$ cat src/rtl/calc_input_controller_if.sv
// Calculator control port bundle: button pulses in; state, cursors, operands and result out.
interface calc_input_controller_if #(
  parameter int NUM_W = 14,
  parameter int RES_W = 29
);
  logic             btn_up;
  logic             btn_down;
  logic             btn_left;
  logic             btn_right;
  logic             btn_centre;
  logic [2:0]       state;
  logic [1:0]       op_selection;
  logic [3:0]       numpad_selection;
  logic [NUM_W-1:0] num1;
  logic [NUM_W-1:0] num2;
  logic [2:0]       digit_count;
  logic [RES_W-1:0] result;
  logic             div_by_zero;
  logic             result_valid;

  modport master (
    output btn_up, btn_down, btn_left, btn_right, btn_centre,
    input  state, op_selection, numpad_selection, num1, num2, digit_count,
           result, div_by_zero, result_valid
  );

  modport slave (
    input  btn_up, btn_down, btn_left, btn_right, btn_centre,
    output state, op_selection, numpad_selection, num1, num2, digit_count,
           result, div_by_zero, result_valid
  );
endinterface

$ cat src/rtl/calc_input_controller.sv
// Calculator FSM: op choice, operand entry, add/sub/mul in 1 COMPUTE cycle, divide in NUM_W cycles.
// All outputs registered; buttons are fire-and-forget pulses, so there is no backpressure.
module calc_input_controller #(
  parameter int MAX_DIGITS = 4,
  parameter int NUM_W      = 14,
  parameter int RES_W      = 2*NUM_W+1
) (
  input logic                   clk,
  input logic                   reset,
  calc_input_controller_if.slave io
);
  localparam int CNT_W = $clog2(NUM_W);

  typedef enum logic [2:0] {
    S_CHOOSE_OP   = 3'd0,
    S_INPUT_NUM1  = 3'd1,
    S_INPUT_NUM2  = 3'd2,
    S_SHOW_RESULT = 3'd3,
    S_COMPUTE     = 3'd4
  } state_e;

  state_e           state_q;
  logic [1:0]       op_q;
  logic [3:0]       sel_q;
  logic [NUM_W-1:0] num1_q, num2_q;
  logic [2:0]       cnt_q;
  logic [RES_W-1:0] result_q;
  logic             dbz_q, rvld_q;
  logic [NUM_W-1:0] div_rem_q, div_quo_q;
  logic [CNT_W-1:0] div_cnt_q;

  logic [NUM_W-1:0] cur_num_d, append_d, bksp_d;
  logic [3:0]       digit_d, col_d, up_d, down_d, left_d, right_d;
  logic [RES_W-1:0] a_ext_d, b_ext_d, arith_d;
  logic [NUM_W:0]   div_shift_d, div_trial_d;
  logic             div_take_d;
  logic [NUM_W-1:0] div_rem_next_d, div_quo_next_d;

  always_comb begin
    cur_num_d = (state_q == S_INPUT_NUM2) ? num2_q : num1_q;
    digit_d   = (sel_q == 4'd10) ? 4'd0 : sel_q + 4'd1;
    append_d  = cur_num_d * NUM_W'(10) + NUM_W'(digit_d);
    bksp_d    = cur_num_d / NUM_W'(10);
    // 4x3 keypad, cursor wraps on every edge
    col_d     = sel_q % 4'd3;
    up_d      = (sel_q >= 4'd3) ? sel_q - 4'd3 : sel_q + 4'd9;
    down_d    = (sel_q <  4'd9) ? sel_q + 4'd3 : sel_q - 4'd9;
    left_d    = (col_d == 4'd0) ? sel_q + 4'd2 : sel_q - 4'd1;
    right_d   = (col_d == 4'd2) ? sel_q - 4'd2 : sel_q + 4'd1;
    a_ext_d   = RES_W'(num1_q);
    b_ext_d   = RES_W'(num2_q);
    case (op_q)
      2'b00:   arith_d = a_ext_d + b_ext_d;
      2'b01:   arith_d = a_ext_d - b_ext_d;
      default: arith_d = a_ext_d * b_ext_d;
    endcase
    // restoring divide: dividend shifts out of the quotient register MSB-first
    div_shift_d    = {div_rem_q, div_quo_q[NUM_W-1]};
    div_trial_d    = div_shift_d - {1'b0, num2_q};
    div_take_d     = ~div_trial_d[NUM_W];
    div_rem_next_d = div_take_d ? div_trial_d[NUM_W-1:0] : div_shift_d[NUM_W-1:0];
    div_quo_next_d = {div_quo_q[NUM_W-2:0], div_take_d};
  end

  always_ff @(posedge clk) begin
    if (reset) begin
      state_q   <= S_CHOOSE_OP;
      op_q      <= '0;
      sel_q     <= '0;
      num1_q    <= '0;
      num2_q    <= '0;
      cnt_q     <= '0;
      result_q  <= '0;
      dbz_q     <= 1'b0;
      rvld_q    <= 1'b0;
      div_rem_q <= '0;
      div_quo_q <= '0;
      div_cnt_q <= '0;
    end else begin
      rvld_q <= 1'b0;
      case (state_q)
        S_CHOOSE_OP: begin
          if (io.btn_centre) begin
            state_q <= S_INPUT_NUM1;
            num1_q  <= '0;
            num2_q  <= '0;
            cnt_q   <= '0;
            sel_q   <= '0;
          end else if (io.btn_up || io.btn_down) begin
            op_q[1] <= ~op_q[1];
          end else if (io.btn_left || io.btn_right) begin
            op_q[0] <= ~op_q[0];
          end
        end
        S_INPUT_NUM1, S_INPUT_NUM2: begin
          if (io.btn_centre) begin
            if (sel_q == 4'd11) begin
              if (state_q == S_INPUT_NUM1) begin
                state_q <= S_INPUT_NUM2;
                cnt_q   <= '0;
                sel_q   <= '0;
              end else begin
                state_q   <= S_COMPUTE;
                div_rem_q <= '0;
                div_quo_q <= num1_q;
                div_cnt_q <= '0;
              end
            end else if (sel_q == 4'd9) begin
              if (cnt_q != 3'd0) begin
                if (state_q == S_INPUT_NUM1) num1_q <= bksp_d;
                else                         num2_q <= bksp_d;
                cnt_q <= cnt_q - 3'd1;
              end
            end else if (cnt_q < 3'(MAX_DIGITS)) begin
              if (state_q == S_INPUT_NUM1) num1_q <= append_d;
              else                         num2_q <= append_d;
              cnt_q <= cnt_q + 3'd1;
            end
          end else if (io.btn_up) begin
            sel_q <= up_d;
          end else if (io.btn_down) begin
            sel_q <= down_d;
          end else if (io.btn_left) begin
            sel_q <= left_d;
          end else if (io.btn_right) begin
            sel_q <= right_d;
          end
        end
        S_COMPUTE: begin
          if (op_q != 2'b11) begin
            result_q <= arith_d;
            state_q  <= S_SHOW_RESULT;
            rvld_q   <= 1'b1;
          end else if (num2_q == '0) begin
            result_q <= '0;
            dbz_q    <= 1'b1;
            state_q  <= S_SHOW_RESULT;
            rvld_q   <= 1'b1;
          end else begin
            div_rem_q <= div_rem_next_d;
            div_quo_q <= div_quo_next_d;
            div_cnt_q <= div_cnt_q + CNT_W'(1);
            if (div_cnt_q == CNT_W'(NUM_W-1)) begin
              result_q <= RES_W'(div_quo_next_d);
              state_q  <= S_SHOW_RESULT;
              rvld_q   <= 1'b1;
            end
          end
        end
        S_SHOW_RESULT: begin
          if (io.btn_centre) begin
            state_q  <= S_CHOOSE_OP;
            num1_q   <= '0;
            num2_q   <= '0;
            cnt_q    <= '0;
            result_q <= '0;
            dbz_q    <= 1'b0;
            sel_q    <= '0;
          end
        end
        default: state_q <= S_CHOOSE_OP;
      endcase
    end
  end

  assign io.state            = state_q;
  assign io.op_selection     = op_q;
  assign io.numpad_selection = sel_q;
  assign io.num1             = num1_q;
  assign io.num2             = num2_q;
  assign io.digit_count      = cnt_q;
  assign io.result           = result_q;
  assign io.div_by_zero      = dbz_q;
  assign io.result_valid     = rvld_q;
endmodule
$ cat src/flat_wrapper.sv
// flat-port wrapper written by rule: the top's interface ports become plain ports
module calc_input_controller_flat 
#(
  parameter int MAX_DIGITS = 4,
  parameter int NUM_W      = 14,
  parameter int RES_W      = 2*NUM_W+1
)
  (clk, reset, io_btn_up, io_btn_down, io_btn_left, io_btn_right, io_btn_centre, io_state, io_op_selection, io_numpad_selection, io_num1, io_num2, io_digit_count, io_result, io_div_by_zero, io_result_valid);
  calc_input_controller_if #(.NUM_W(NUM_W), .RES_W(RES_W)) io_i ();
  input logic clk;
  input logic reset;
  input wire logic [$bits(io_i.btn_up)-1:0] io_btn_up;
  input wire logic [$bits(io_i.btn_down)-1:0] io_btn_down;
  input wire logic [$bits(io_i.btn_left)-1:0] io_btn_left;
  input wire logic [$bits(io_i.btn_right)-1:0] io_btn_right;
  input wire logic [$bits(io_i.btn_centre)-1:0] io_btn_centre;
  output wire logic [$bits(io_i.state)-1:0] io_state;
  output wire logic [$bits(io_i.op_selection)-1:0] io_op_selection;
  output wire logic [$bits(io_i.numpad_selection)-1:0] io_numpad_selection;
  output wire logic [$bits(io_i.num1)-1:0] io_num1;
  output wire logic [$bits(io_i.num2)-1:0] io_num2;
  output wire logic [$bits(io_i.digit_count)-1:0] io_digit_count;
  output wire logic [$bits(io_i.result)-1:0] io_result;
  output wire logic [$bits(io_i.div_by_zero)-1:0] io_div_by_zero;
  output wire logic [$bits(io_i.result_valid)-1:0] io_result_valid;
  assign io_i.btn_up = io_btn_up;
  assign io_i.btn_down = io_btn_down;
  assign io_i.btn_left = io_btn_left;
  assign io_i.btn_right = io_btn_right;
  assign io_i.btn_centre = io_btn_centre;
  assign io_state = io_i.state;
  assign io_op_selection = io_i.op_selection;
  assign io_numpad_selection = io_i.numpad_selection;
  assign io_num1 = io_i.num1;
  assign io_num2 = io_i.num2;
  assign io_digit_count = io_i.digit_count;
  assign io_result = io_i.result;
  assign io_div_by_zero = io_i.div_by_zero;
  assign io_result_valid = io_i.result_valid;
  calc_input_controller #(.MAX_DIGITS(MAX_DIGITS), .NUM_W(NUM_W), .RES_W(RES_W)) u_core (.clk(clk), .reset(reset), .io(io_i));
endmodule
$ cat config.mk
export PLATFORM = sky130hd
export DESIGN_NAME = calc_input_controller_flat
export DESIGN_NICKNAME = d
export VERILOG_FILES = /design/src/rtl/calc_input_controller_if.sv /design/src/rtl/calc_input_controller.sv /design/src/flat_wrapper.sv
export SDC_FILE = /design/constraint.sdc
export NUM_CORES = 1
export LEC_CHECK = 0
export BUFFER_PORTS_ARGS = -buffer_cell sky130_fd_sc_hd__buf_4
export CAP_MARGIN = 0
export CORE_MARGIN = 10
export CORE_UTILIZATION = 60
export DETAILED_ROUTE_END_ITERATION = 16
export PLACE_DENSITY = 0.87
export SKIP_LAST_GASP = 1
export SYNTH_ARGS = -nofsm -noshare
export SYNTH_HDL_FRONTEND = slang
export SYNTH_SLANG_ARGS = --single-unit
$ cat constraint.sdc
create_clock -name clk -period 8.4 [get_ports clk]
set_input_delay 0.42 -clock clk [delete_from_list [all_inputs] [get_ports clk]]
set_output_delay 0.42 -clock clk [all_outputs]
set_load 0.01 [all_outputs]
-- Word-level counts from Yosys, hierarchy flattened
Cells that the tools add are included.
- logic and storage cells: 175
- bits of input ports: 7
- output and inout port bits: 71
- bits in registers: 103
- equal/unequal tests: 31
- divide/modulo/power cells: 2
- $add $sub $neg: 15
- multiplexer cells: 80
- order comparisons: 3
- multipliers: 2
- bitwise operators: 6
- reduce and logical (&&, ||, !) cells: 23
- operator list (kind ; number):
    two-way mux 14 bit ; 27
    two-way mux 29 bit ; 4
    one-hot mux 29 bit (2 select lines) ; 2
    one-hot mux 14 bit (2 select lines) ; 4
    two-way mux 4 bit ; 18
    two-way mux 3 bit ; 14
    multiplier 14 x 14 -> 28 bit ; 1
    equality test 4 bit (second input constant) ; 4
    != test 2 bit (second input constant) ; 8
    one-hot mux 4 bit (2 select lines) ; 2
    adder 14 x 14 -> 15 bit ; 1
    subtractor 14 x 14 -> 15 bit ; 1
    subtractor 15 x 14 -> 15 bit ; 1
    adder 14 x 4 -> 14 bit ; 1
    divider 14 x 4 -> 14 bit (second input constant) ; 1
    zero test 14 bit ; 1
    multiplier 14 x 3 -> 13 bit (second input constant) ; 1
    AND reduction 7 bit ; 2
    one-hot mux 3 bit (4 select lines) ; 1
    AND reduction 6 bit ; 2
    AND reduction 5 bit ; 2
    adder 4 x 1 -> 4 bit (second input constant) ; 2
    adder 4 x 2 -> 4 bit (second input constant) ; 2
    != test 2 x 1 -> 1 bit (second input constant) ; 4
    other kinds (34) ; 56

-- Logic depth before layout (Yosys ltp)
Gate-level depths: netlist of the first run.
- depth after elaboration: 10
- mapped depth: 29
- depth with buffers taken out: 28

-- Least setup slack after synthesis of the first run
Ideal clock, no wire load.
- path kind: register -> register
- start: register u_core.num2_q[4], in the netlist u_core.io.num2[4]
- end: register u_core.result_q[26], in the netlist u_core.io.result[26]
- stages on the path, launching flop included: 28
- data arrival time: 6771 ps
- path buffers: 2
- clock period less this slack: 6885 ps
- path slack: 1515 ps
- setup time: 115 ps
- required time: 8285 ps
- cells stage by stage: dfxtp_1 > clkbuf_1 > clkbuf_1 > nand2_1 > fa_1 > inv_1 > fa_1 > ha_1 > ha_1 > inv_1 > fa_1 > fa_1 > inv_1 > ha_1 > a21boi_0 > o21ai_0 > a21boi_1 > o21ai_0 > a21boi_1 > o21ai_0 > a21oi_1 > a311o_1 > a21o_1 > a21oi_1 > o21ai_1 > a311o_1 > a21o_1 > a2111oi_0
- longest elaborated chain between the ends: 4
- elaborated cells on any way between the ends: 9
- those cells by class: add/sub (1); mul (1); eq/ne (1); mux (4); reduce/logical (2)
- RTL lines (what ; line ; source):
    start, declared ; calc_input_controller.sv:25 ; logic [NUM_W-1:0] num1_q, num2_q;
    start signal, assigned ; calc_input_controller.sv:111 ; else num2_q <= bksp_d;
    start signal, assigned ; calc_input_controller.sv:116 ; else num2_q <= append_d;
    multiplier 14 x 14 -> 28 bit, or another cell as far along ; calc_input_controller.sv:55 ; default: arith_d = a_ext_d * b_ext_d;
    one-hot mux 29 bit (2 select lines) or two-way mux 29 bit (tied branches) ; calc_input_controller.sv:52, calc_input_controller.sv:134 ;
    two-way mux 29 bit ; calc_input_controller.sv:130 ; if (op_q != 2'b11) begin
    one-hot mux 29 bit (2 select lines) ; calc_input_controller.sv:81 ; case (state_q)
    end signal, assigned ; calc_input_controller.sv:131 ; result_q <= arith_d;
    end signal, assigned ; calc_input_controller.sv:144 ; result_q <= RES_W'(div_quo_next_d);
    end, declared ; calc_input_controller.sv:27 ; logic [RES_W-1:0] result_q;
Several ways; a longest one is shown, not always the timed one.
A chain may end at the register's enable or synchronous reset.

-- Worst setup path in the final report of the first run
- start: register u_core.num1_q[2], in the netlist u_core.io.num1[2]
- end: register u_core.result_q[26], in the netlist u_core.io.result[26]
- longest elaborated chain between the ends: 4
- elaborated cells on any way between the ends: 5
- those cells by class: add/sub (1); mul (1); mux (3)
- RTL lines (what ; line ; source):
    start, declared ; calc_input_controller.sv:25 ;
    start signal, assigned ; calc_input_controller.sv:110 ; if (state_q == S_INPUT_NUM1) num1_q <= bksp_d;
    start signal, assigned ; calc_input_controller.sv:115 ; if (state_q == S_INPUT_NUM1) num1_q <= append_d;
    multiplier 14 x 14 -> 28 bit or subtractor 14 x 14 -> 15 bit (tied branches) ; calc_input_controller.sv:55, calc_input_controller.sv:54 ;
    one-hot mux 29 bit (2 select lines) (*) ; calc_input_controller.sv:52 ; case (op_q)
    two-way mux 29 bit (*) ; calc_input_controller.sv:130 ;
    one-hot mux 29 bit (2 select lines) (*) ; calc_input_controller.sv:81 ;
Every way passes the cells marked *; elsewhere a longest branch is shown, timed or not.

==> results of run 1 <==
[layer usage]
layer | up-vias | track usage
met1 | 6931 | 0.3348
met2 | 826 | 0.4394
met5 | - | 0
met4 | 0 | 0.1191
met3 | 160 | 0.06606
li1 | 6606 | -
[cell usage after synthesis (8+ instances only)]
cell / count / area [sq um]
a21o_1: 27 / 202.7
a31oi_1: 24 / 150.1
a22o_1: 9 / 78.83
nand3_1: 39 / 195.2
a21boi_0: 16 / 120.1
dfxtp_1: 103 / 2062
a211oi_1: 13 / 97.59
xnor2_1: 37 / 324.1
inv_1: 233 / 874.6
buf_2: 9 / 45.04
nor2_1: 150 / 563.0
o21bai_1: 17 / 127.6
o21ai_1: 8 / 40.04
o221ai_1: 12 / 105.1
xor2_1: 30 / 262.8
and2_1: 61 / 381.6
nand2b_1: 20 / 125.1
o22ai_1: 10 / 62.56
nand2_1: 279 / 1047
clkbuf_1: 88 / 330.3
o21ai_0: 88 / 440.4
mux2i_1: 36 / 360.4
o211ai_1: 13 / 97.59
a21oi_1: 111 / 555.5
nor2b_1: 23 / 143.9
ha_1: 172 / 2152
fa_1: 147 / 2943
nor3_1: 34 / 170.2
[worst max-delay path, stage by stage (launching register included)]
cell       delay, ns
dfxtp_1         0.81
nand2_1         0.17
fa_1            0.57
inv_1           0.06
fa_1            0.49
ha_1            0.32
ha_1            0.30
inv_1           0.06
fa_1            0.50
fa_1            0.54
inv_1           0.05
ha_1            0.32
a21boi_0        0.16
o21ai_0         0.27
a21boi_1        0.12
o21ai_0         0.22
a21boi_1        0.12
o21ai_0         0.30
a21oi_1         0.16
a311o_1         0.42
a21o_1          0.19
a21oi_1         0.37
o21ai_1         0.16
a311o_1         0.40
a21o_1          0.18
a2111oi_0       0.35
[registers in the layout (all words and copies together), names as in the netlist]
signal / flops
u_core.io.state: 3
u_core.io.numpad_selection: 4
u_core.io.result: 29
u_core.io.result_valid: 1
u_core.io.div_by_zero: 1
u_core.div_quo_q: 14
u_core.div_cnt_q: 4
u_core.div_rem_q: 14
u_core.io.num1: 14
u_core.io.digit_count: 3
u_core.io.op_selection: 2
u_core.io.num2: 14
[cell families after synthesis]
kind of cell,count (synthesis)
compound gates,426
simple gates,664
buf+inv,340
flops,103
mux,43
xor+xnor,68
fa+ha+maj,319
[final timing paths]
path	startpoint	end	slack, ns	cells past startpoint
hold / removal	reset	u_core.io.num2[4]	0.41	2
hold reg to reg	u_core.io.result[17]	u_core.io.result[17]	0.46	2
setup / recovery	u_core.io.num1[2]	u_core.io.result[26]	0.67	25
setup reg to reg	u_core.io.num1[2]	u_core.io.result[26]	0.67	25
[layout make-up]
cell class	count	area, sq um
Clock buffer	9	225.2
Clock inverter	7	81.33
Fill cell	2034	8715
Inverter	237	889.6
Multi-Input combinational cell	1520	12060
Sequential cell	103	2062
Tap cell	330	412.9
Timing Repair Buffer	108	810.8
[where the power goes]
group          switching (mW)  internal (mW)
logic                   0.910          0.544
clock network           0.231          0.214
registers              0.0846          0.524
==> results.md, run 1 <==
* Final Cycle Share at 0.9205
* CTS tree: built
* Number of global-route vias before repair at about 14k
* CTS Buf Count at 9
* Slew HR at 0.2198
* Global Route Usage Sum at 0.2709
* GPL Wtd Cong at between 0.9 and 1
* Final Setup Violations at 0
* Power per Cell Area at about 150 nW/um^2
* Die area at about 32,000 sq um
* Max Slew Vio Count at 0
* Ys async rst share at 0
* Nets at around 2.3k
* CP Data Required Time at slightly below 9 ns
* CP Max Fanout at 19
* Setup Skew at about 0.015 ns
* Chip width at between 150 and 200 um
* Power, Total at around 2.5 mW
* XOR/XNOR Fraction of Synth Area at 0.03915
* Synth Area in Adders at 0.3308
* Tmin final at 7.732 ns
* Routed len/inst at around 20 um
* Routed WL at approximately 45,000 um
* Slew @ Worst Pin at 1.166 ns
* Syn_nets at 2,289
* Main synth FF type: dfxtp_1
* DRT antenna net count at 0
* Post-Syn Instances at about 2k
* Area fraction in compound gates after synthesis at 0.1810
* Hold Slack at between 0.4 and 0.5 ns
* Layout cells sized above 1 at 0.08065
* Setup repair bufs after CTS at 0
* Commonest non-fill, non-tap cell in the layout: nand2_1
* Layout area overhead at 7.375%
* Critical path class: flip-flop to flip-flop
* Max Clk Rate at approximately 130 MHz
* Die height at ~180 um
* Met3 wire len at approximately 5200 um
* CORE AREA at ~25,000 sq um
* Clock latency on the worst-skew pair at approximately 0.37 ns
* Final Core Density at 0.6549
* Root Buffer: clkbuf_16
* CP Capture Type: flip-flop
* Register area share after synthesis at 0.1339
* Clk sinks at 103
* Iteration-0 DRC Markers at around 1.8k
* Crit path arrival time at ~8 ns
* Detail Placement HPWL at roughly 35,000 um
* Num ports at 78
* Leak Pwr at a little under 8 nW
* Synth Area per Inst at slightly below 8 sq um
* Outcome: finished clean
* Post-synthesis cell type count at 93
* Std cell rows at slightly below 60
* Post-Layout Inst Area at between 15,000 and 20,000 sq um
* Initial antenna violation count at 0
* Via count at between 10k and 15k
* First-pass detailed-route iteration total at 8
* Post-route setup slack at roughly 0.67 ns
* Largest net degree at the start of global routing at 64
* Final Hold Vio Count at 0
* Finished Layout Cells at between 2k and 2.5k
* IO Port Bufs at 77
* Synth Cell Area at ~15,000 sq um
* Placed Instance Area at 16,230 sq um
* First-pass GRT wire length at 73,260 um
* H-tree depth at 3
* Most frequent cells in the layout: nand2_1 (279), inv_1 (233), ha_1 (172), nor2_1 (150), fa_1 (147)
* Max-cap violations at 0
* # diodes at 0
* Total grt overflow at 0
* Placed insts at roughly 2.3k
* CTS Hold Bufs at 0
* Yosys reg bits at a little over 100
* Largest family of logic cells by synthesized area: adder cells
* M1 wire length at between 15,000 and 20,000 um
* DR WL met2 at 20,900 um
* Yosys warns at 0
* CP startpoint kind: flip-flop
* Multiplexer share of the synthesized area at 0.02924
* Uppermost layer routed: met4
* DRC viols at 0
* Max clock buf depth at 2
* Initial Util at 0.6099
* Hold Path Class: primary input to flip-flop
* EDFF count, synth at 0
* RSZ-0062 raised after global routing: false
* Synth Area in Simple Gates at 0.2017
* CTS resizes at 0
* Setup TNS at 0 ns
* Pre-CTS setup slack at around 0.75 ns
* Reg clk slew, reported paths at ~0.080 ns
* Maximum VDD drop at ~0.00017 V
* Vias/cell at between 6 and 7
Power figures use the tool's default switching activity.
==> run 2: changes to the inputs <==
- CORE_MARGIN: 10 -> 3
==> run 2 against run 1 <==
  * Final cell count is 0.13% lower
  * Register-to-register slack better by 0.06 ns
  * Cell area is 0.24% lower
  * Critical path depth is 1 higher
  * Die area is 15% lower
  * Sequential share of layout area hardly changed
  * Power is 1.2% lower
  * Combinational power hardly changed
  * Largest cell class unchanged
  * Largest power group unchanged
==> results.md, run 2 (same netlist as run 1, synthesis figures left out) <==
* Outcome: finished clean
* Leak Pwr at 7.824 nW (-0.27%)
* CTS Buf Count at 9 (unchanged)
* Max Slew Vio Count at 0 (unchanged)
* Total grt overflow at 0 (unchanged)
* RSZ-0062 raised after global routing: false
* Critical path class: flip-flop to flip-flop
* DRT antenna net count at 0 (unchanged)
* Final Cycle Share at 0.9136 (-0.006834)
* R2R cell count at 26 (+4.0%)
* Die area at 27,630 sq um (-15%)
* Global Route Usage Sum at 0.3233 (+0.05236)
* Num ports at 78 (unchanged)
* Std cell rows at 58 (unchanged)
* Hold Path Class: primary input to flip-flop
* Vias/cell at 6.272 (about the same)
* Detail Placement HPWL at 34,740 um (-0.67%)
* Largest net degree at the start of global routing at 86 (+34%)
* Chip width at 166.2 um (-7.8%)
* CP peak stage delay at 0.69 ns (-0.12 ns)
* Reg clk slew, reported paths at 0.08 ns (about the same)
* Final Hold Vio Count at 0 (unchanged)
* Via count at 14.49k (-0.20%)
* Clk sinks at 103 (unchanged)
* Routed len/inst at 19.59 um (-0.33%)
* Layout cells sized above 1 at 0.07925 (-0.001392)
* Max clock buf depth at 2 (unchanged)
* Iteration-0 DRC Markers at 1,755 (-1.3%)
* DRC viols at 0 (unchanged)
* Power per Cell Area at 150.0 nW/um^2 (-1.0%)
* CTS Hold Bufs at 0 (unchanged)
* Crit path arrival time at 7.91 ns (-0.06 ns)
* First-pass GRT wire length at 73,690 um (+0.58%)
* Die height at 166.2 um (-7.8%)
* CTS tree: built
* Final Setup Violations at 0 (unchanged)
* CP Buf/Inv Count at 4 (+1)
* Setup Skew at 0.007176 ns (-0.007754 ns)
* Final Core Density at 0.6552 (about the same)
* Initial Util at 0.6117 (+0.001758)
* Most frequent cells in the layout: nand2_1 (279), inv_1 (233), ha_1 (172), nor2_1 (150), fa_1 (147)
* Maximum VDD drop at 0.0001212 V (-29%)
* Layout area overhead at 7.116%
* Tmin final at 7.675 ns (-0.05740 ns)
* Max-cap violations at 0 (unchanged)
* IO Port Bufs at 77 (unchanged)
* CORE AREA at 25,180 sq um (-0.29%)
* Crit-path slowest cell: dfxtp_1
* Root Buffer: clkbuf_16
* Cell family with most CP delay: compound AO/OA/AOI/OAI gates
* Hold path depth at 4 (+2)
* Setup repair bufs after CTS at 0 (unchanged)
* CP Data Required Time at 8.64 ns (about the same)
* Initial antenna violation count at 0 (unchanged)
* Routed WL at 45,270 um (-0.46%)
* Number of global-route vias before repair at 14.33k (+1.1%)
* Slew HR at 0.1185 (-0.1013)
* CP Max Fanout at 17 (-2)
* Nets at 2,302 (-0.13%)
* Max Clk Rate at 130.3 MHz (+0.75%)
* Placed Instance Area at 16,210 sq um (-0.14%)
* Setup TNS at 0 ns (unchanged)
* CP startpoint kind: flip-flop
* First-pass detailed-route iteration total at 7 (-1)
* Clock latency on the worst-skew pair at 0.36 ns (about the same)
* Slew @ Worst Pin at 1.311 ns (+0.1453 ns)
* Critical Path Stages at 26 (+4.0%)
* Max reg flops at 29 (unchanged)
* CP Capture Type: flip-flop
* # diodes at 0 (unchanged)
* Fillers at 2,017 (-0.84%)
* CTS resizes at 0 (unchanged)
* H-tree depth at 3 (unchanged)
* Post-Layout Inst Area at 16,500 sq um (-0.24%)
* GPL Wtd Cong at 0.9553 (-4.1%)
* Commonest non-fill, non-tap cell in the layout: nand2_1
-- run 2: cell count changes in the layout (fill, tap and decap cells not counted), sizes merged --
| cell | before | now |
|---|---|---|
| buf | 108 | 105 |
| clkinv | 4 | 3 |
| clkinvlp | 0 | 1 |
-- run 2: power breakdown --
part / internal, mW / switching [mW]
combinational: 0.539 / 0.906
sequential: 0.524 / 0.0842
clock: 0.209 / 0.213
-- run 2: per-layer routing --
layer,track usage,vias to the layer above,share of wire
met3,0.06713,135,0.11
met5,0,-,0
li1,-,6619,-
met2,0.5265,812,0.46
met4,0.1356,0,0.046
met1,0.4213,6928,0.39
-- run 2: layout make-up --
type                       instances  area [sq um]  area share
clock inverter                     7         63.81    0.003867
timing repair buffer             105         788.3     0.04777
sequential                       103          2062      0.1250
clock buffer                       9         225.2     0.01365
multi-input combinational       1520         12060      0.7308
inverter                         237         889.6     0.05392
tap                              330         412.9     0.02502
-- run 2: worst paths after layout --
kind / slack, ns / start / to
worst max register to register: 0.73 / u_core.io.num2[3] / u_core.io.result[26]
worst max-delay path: 0.73 / u_core.io.num2[3] / u_core.io.result[26]
worst min register to register: 0.46 / u_core.io.result[19] / u_core.io.result[19]
worst min-delay path: 0.43 / io_btn_centre / u_core.io.numpad_selection[0]
-- run 2: through the flow --
stage | worst slack, ns | power, mW | hold slack, ns | std cells
6_report | 0.7254 | 2.476 | 0.4289 | 2311
5_1_grt | 0.2633 | 2.618 | 0.4544 | 2311
4_1_cts | 0.7665 | 2.432 | 0.4190 | 2311
3_5_place_dp | 0.8467 | 2.006 | 0.4519 | 2295
3_3_place_gp | 1.111 | 1.963 | 0.4433 | 2295
2_1_floorplan | 1.515 | 1.624 | 0.4446 | 1963
-- run 2: worst reg2reg max path, cell delays in order (launching register included) --
cell	delay, ns
dfxtp_1	0.69
ha_1	0.31
inv_1	0.09
fa_1	0.50
inv_1	0.06
fa_1	0.47
ha_1	0.31
ha_1	0.28
inv_1	0.05
fa_1	0.50
fa_1	0.54
inv_1	0.04
ha_1	0.32
a21boi_0	0.16
o21ai_0	0.27
a21boi_1	0.13
o21ai_0	0.22
a21boi_1	0.14
o21ai_0	0.25
a21oi_1	0.18
a311o_1	0.41
a21o_1	0.19
a21oi_1	0.35
o21ai_1	0.18
a311o_1	0.41
a21o_1	0.19
a2111oi_0	0.33
==> run 3: changes to the inputs <==
- BUFFER_PORTS_ARGS: -buffer_cell sky130_fd_sc_hd__buf_4 -> -buffer_cell sky130_fd_sc_hd__buf_2
==> run 3 against run 2 <==
  * Sequential share of layout area grew 0.15 points
  * Sequential power is essentially flat
  * Largest cell class unchanged
  * Utilization shrank 0.80 points
  * Hold slack got worse by 0.045 ns
  * Count of clock-buffer cells in the layout is the same
  * Critical path depth stayed put
  * Clock power fell by 1%
  * Worst setup slack improved by 0.094 ns
  * Non-clock buffer count unchanged
==> results.md, run 3 (same netlist as run 1, synthesis figures left out) <==
* CTS Hold Bufs at 0 (unchanged)
* Setup TNS at 0 ns (unchanged)
* Slew HR at 0.1765 (+0.05797)
* Power per Cell Area at 149.5 nW/um^2 (-0.36%)
* Number of global-route vias before repair at 14.19k (-0.99%)
* # diodes at 0 (unchanged)
* Sw power at 1.187 mW (-1.4%)
* Max Slew Vio Count at 0 (unchanged)
* Max reg flops at 29 (unchanged)
* Final Core Density at 0.6472 (-0.008000)
* Num ports at 78 (unchanged)
* Iteration-0 DRC Markers at 1,556 (-11%)
* Final Setup Violations at 0 (unchanged)
* Hold Path Class: primary input to flip-flop
* Critical path class: flip-flop to flip-flop
* H-tree depth at 3 (unchanged)
* CP peak stage delay at 0.72 ns (+0.03 ns)
* GPL Wtd Cong at 0.9783 (+2.4%)
* Die area at 27,630 sq um (unchanged)
* DRC viols at 0 (unchanged)
* Total grt overflow at 0 (unchanged)
* Final Hold Vio Count at 0 (unchanged)
* Max-cap violations at 0 (unchanged)
* CP startpoint kind: flip-flop
* Final Cycle Share at 0.9024 (-0.01121)
* Setup repair bufs after CTS at 0 (unchanged)
* Power, Total at 2.437 mW (-1.6%)
* Chip width at 166.2 um (unchanged)
* Leak Pwr at 7.815 nW (-0.12%)
* Initial antenna violation count at 0 (unchanged)
* Detail Placement HPWL at 34,270 um (-1.3%)
* Routed WL at 45,020 um (-0.55%)
* Internal power at 1.250 mW (-1.8%)
* Vias/cell at 6.257 (-0.24%)
* Max Clk Rate at 131.9 MHz (+1.2%)
* Flop pwr share at 0.249 (+0.003)
* Fillers at 2,038 (+1.0%)
* Std cell rows at 58 (unchanged)
* Die height at 166.2 um (unchanged)
* Layout cells sized above 1 at 0.07879 (-0.0004650)
* Clock power frac at 0.171 (about the same)
* IO Port Bufs at 77 (unchanged)
* Root Buffer: clkbuf_16
* Tmin final at 7.580 ns (-0.09416 ns)
* Reg clk slew, reported paths at 0.08 ns (about the same)
* Net Sw Frac at 0.4872 (+0.0009266)
* CTS tree: built
* CTS resizes at 0 (unchanged)
* Placed Instance Area at 16,020 sq um (-1.2%)
* RSZ-0062 raised after global routing: false
* Register Area at 2062 sq um (unchanged)
* Commonest non-fill, non-tap cell in the layout: nand2_1
* Via count at 14.45k (-0.28%)
* First-pass GRT wire length at 72,370 um (-1.8%)
* Routed len/inst at 19.49 um (-0.51%)
* Outcome: finished clean
* Post-Layout Inst Area at 16,300 sq um (-1.2%)
* Nets at 2,302 (unchanged)
* DRT antenna net count at 0 (unchanged)
* Crit path arrival time at 7.82 ns (-0.09 ns)
* Most frequent cells in the layout: nand2_1 (279), inv_1 (233), ha_1 (172), nor2_1 (150), fa_1 (147)
* CP Data Required Time at 8.64 ns (about the same)
* Setup Skew at 0.01011 ns (+0.002931 ns)
* Max clock buf depth at 2 (unchanged)
* Layout area overhead at 5.808%
* Initial Util at 0.6117 (unchanged)
* CTS Buf Count at 9 (unchanged)
* Clk sinks at 103 (unchanged)
* CP Capture Type: flip-flop
* Crit-path slowest cell: dfxtp_1
* Clock latency on the worst-skew pair at 0.36 ns (about the same)
* Global Route Usage Sum at 0.3175 (-0.005734)
* Maximum VDD drop at 0.0001078 V (-11%)
* Slew @ Worst Pin at 1.235 ns (-0.07620 ns)
* Hold path depth at 2 (-2)
* Multi-input gate area at 12,060 sq um (unchanged)
* R2R cell count at 26 (unchanged)
* First-pass detailed-route iteration total at 7 (unchanged)
* CP Max Fanout at 17 (unchanged)
* Largest net degree at the start of global routing at 74 (-14%)
* CORE AREA at 25,180 sq um (unchanged)
* Power share of the combinational group at 0.580 (-0.004)
==> run 3: area by class of cell <==
cell class / count / area share
inverter: 237 / 0.05458
tap: 330 / 0.02533
clock buffer: 9 / 0.01382
clock inverter: 6 / 0.003378
sequential: 103 / 0.1265
multi-input combinational: 1520 / 0.7398
timing repair buffer: 105 / 0.03654
==> run 3: final timing paths <==
| check | start | endpoint | slack (ns) |
|---|---|---|---|
| worst max register to register | u_core.io.num2[3] | u_core.io.result[26] | 0.82 |
| worst min register to register | u_core.io.result[19] | u_core.io.result[19] | 0.45 |
| worst max-delay path | u_core.io.num2[3] | u_core.io.result[26] | 0.82 |
| worst min-delay path | reset | u_core.io.numpad_selection[3] | 0.38 |
==> run 3: critical path, delay by kind of cell (launching register included) <==
kind                     cells  cell delay [ns]
adder cells (fa/ha/maj)      8             3.22
flip-flops                   1             0.72
buffers and inverters        4             0.23
AO/OA/AOI/OAI               14             3.28
==> run 3: stage by stage <==
step                      std cells  hold WS (ns)  setup slack (ns)
after floorplan                1963        0.4446             1.515
after global placement         2295        0.4392             1.095
after detailed placement       2295        0.4431            0.8650
after CTS                      2310        0.3778            0.8921
after global routing           2310        0.3930            0.3741
final                          2310        0.3841            0.8196
==> run 3: layer usage <==
layer	part of all wire	global-route usage
met5	0	0
met1	0.38	0.4165
met2	0.45	0.5124
met4	0.047	0.1298
met3	0.12	0.07022
==> run 3: power by group through the flow <==
stage / logic, mW / registers (mW) / clock network [mW]
floorplan: 1.03 / 0.591 / 0
global placement: 1.33 / 0.611 / 0
detailed placement: 1.37 / 0.612 / 0
CTS: 1.38 / 0.601 / 0.417
global route: 1.54 / 0.611 / 0.433
finish: 1.41 / 0.607 / 0.416
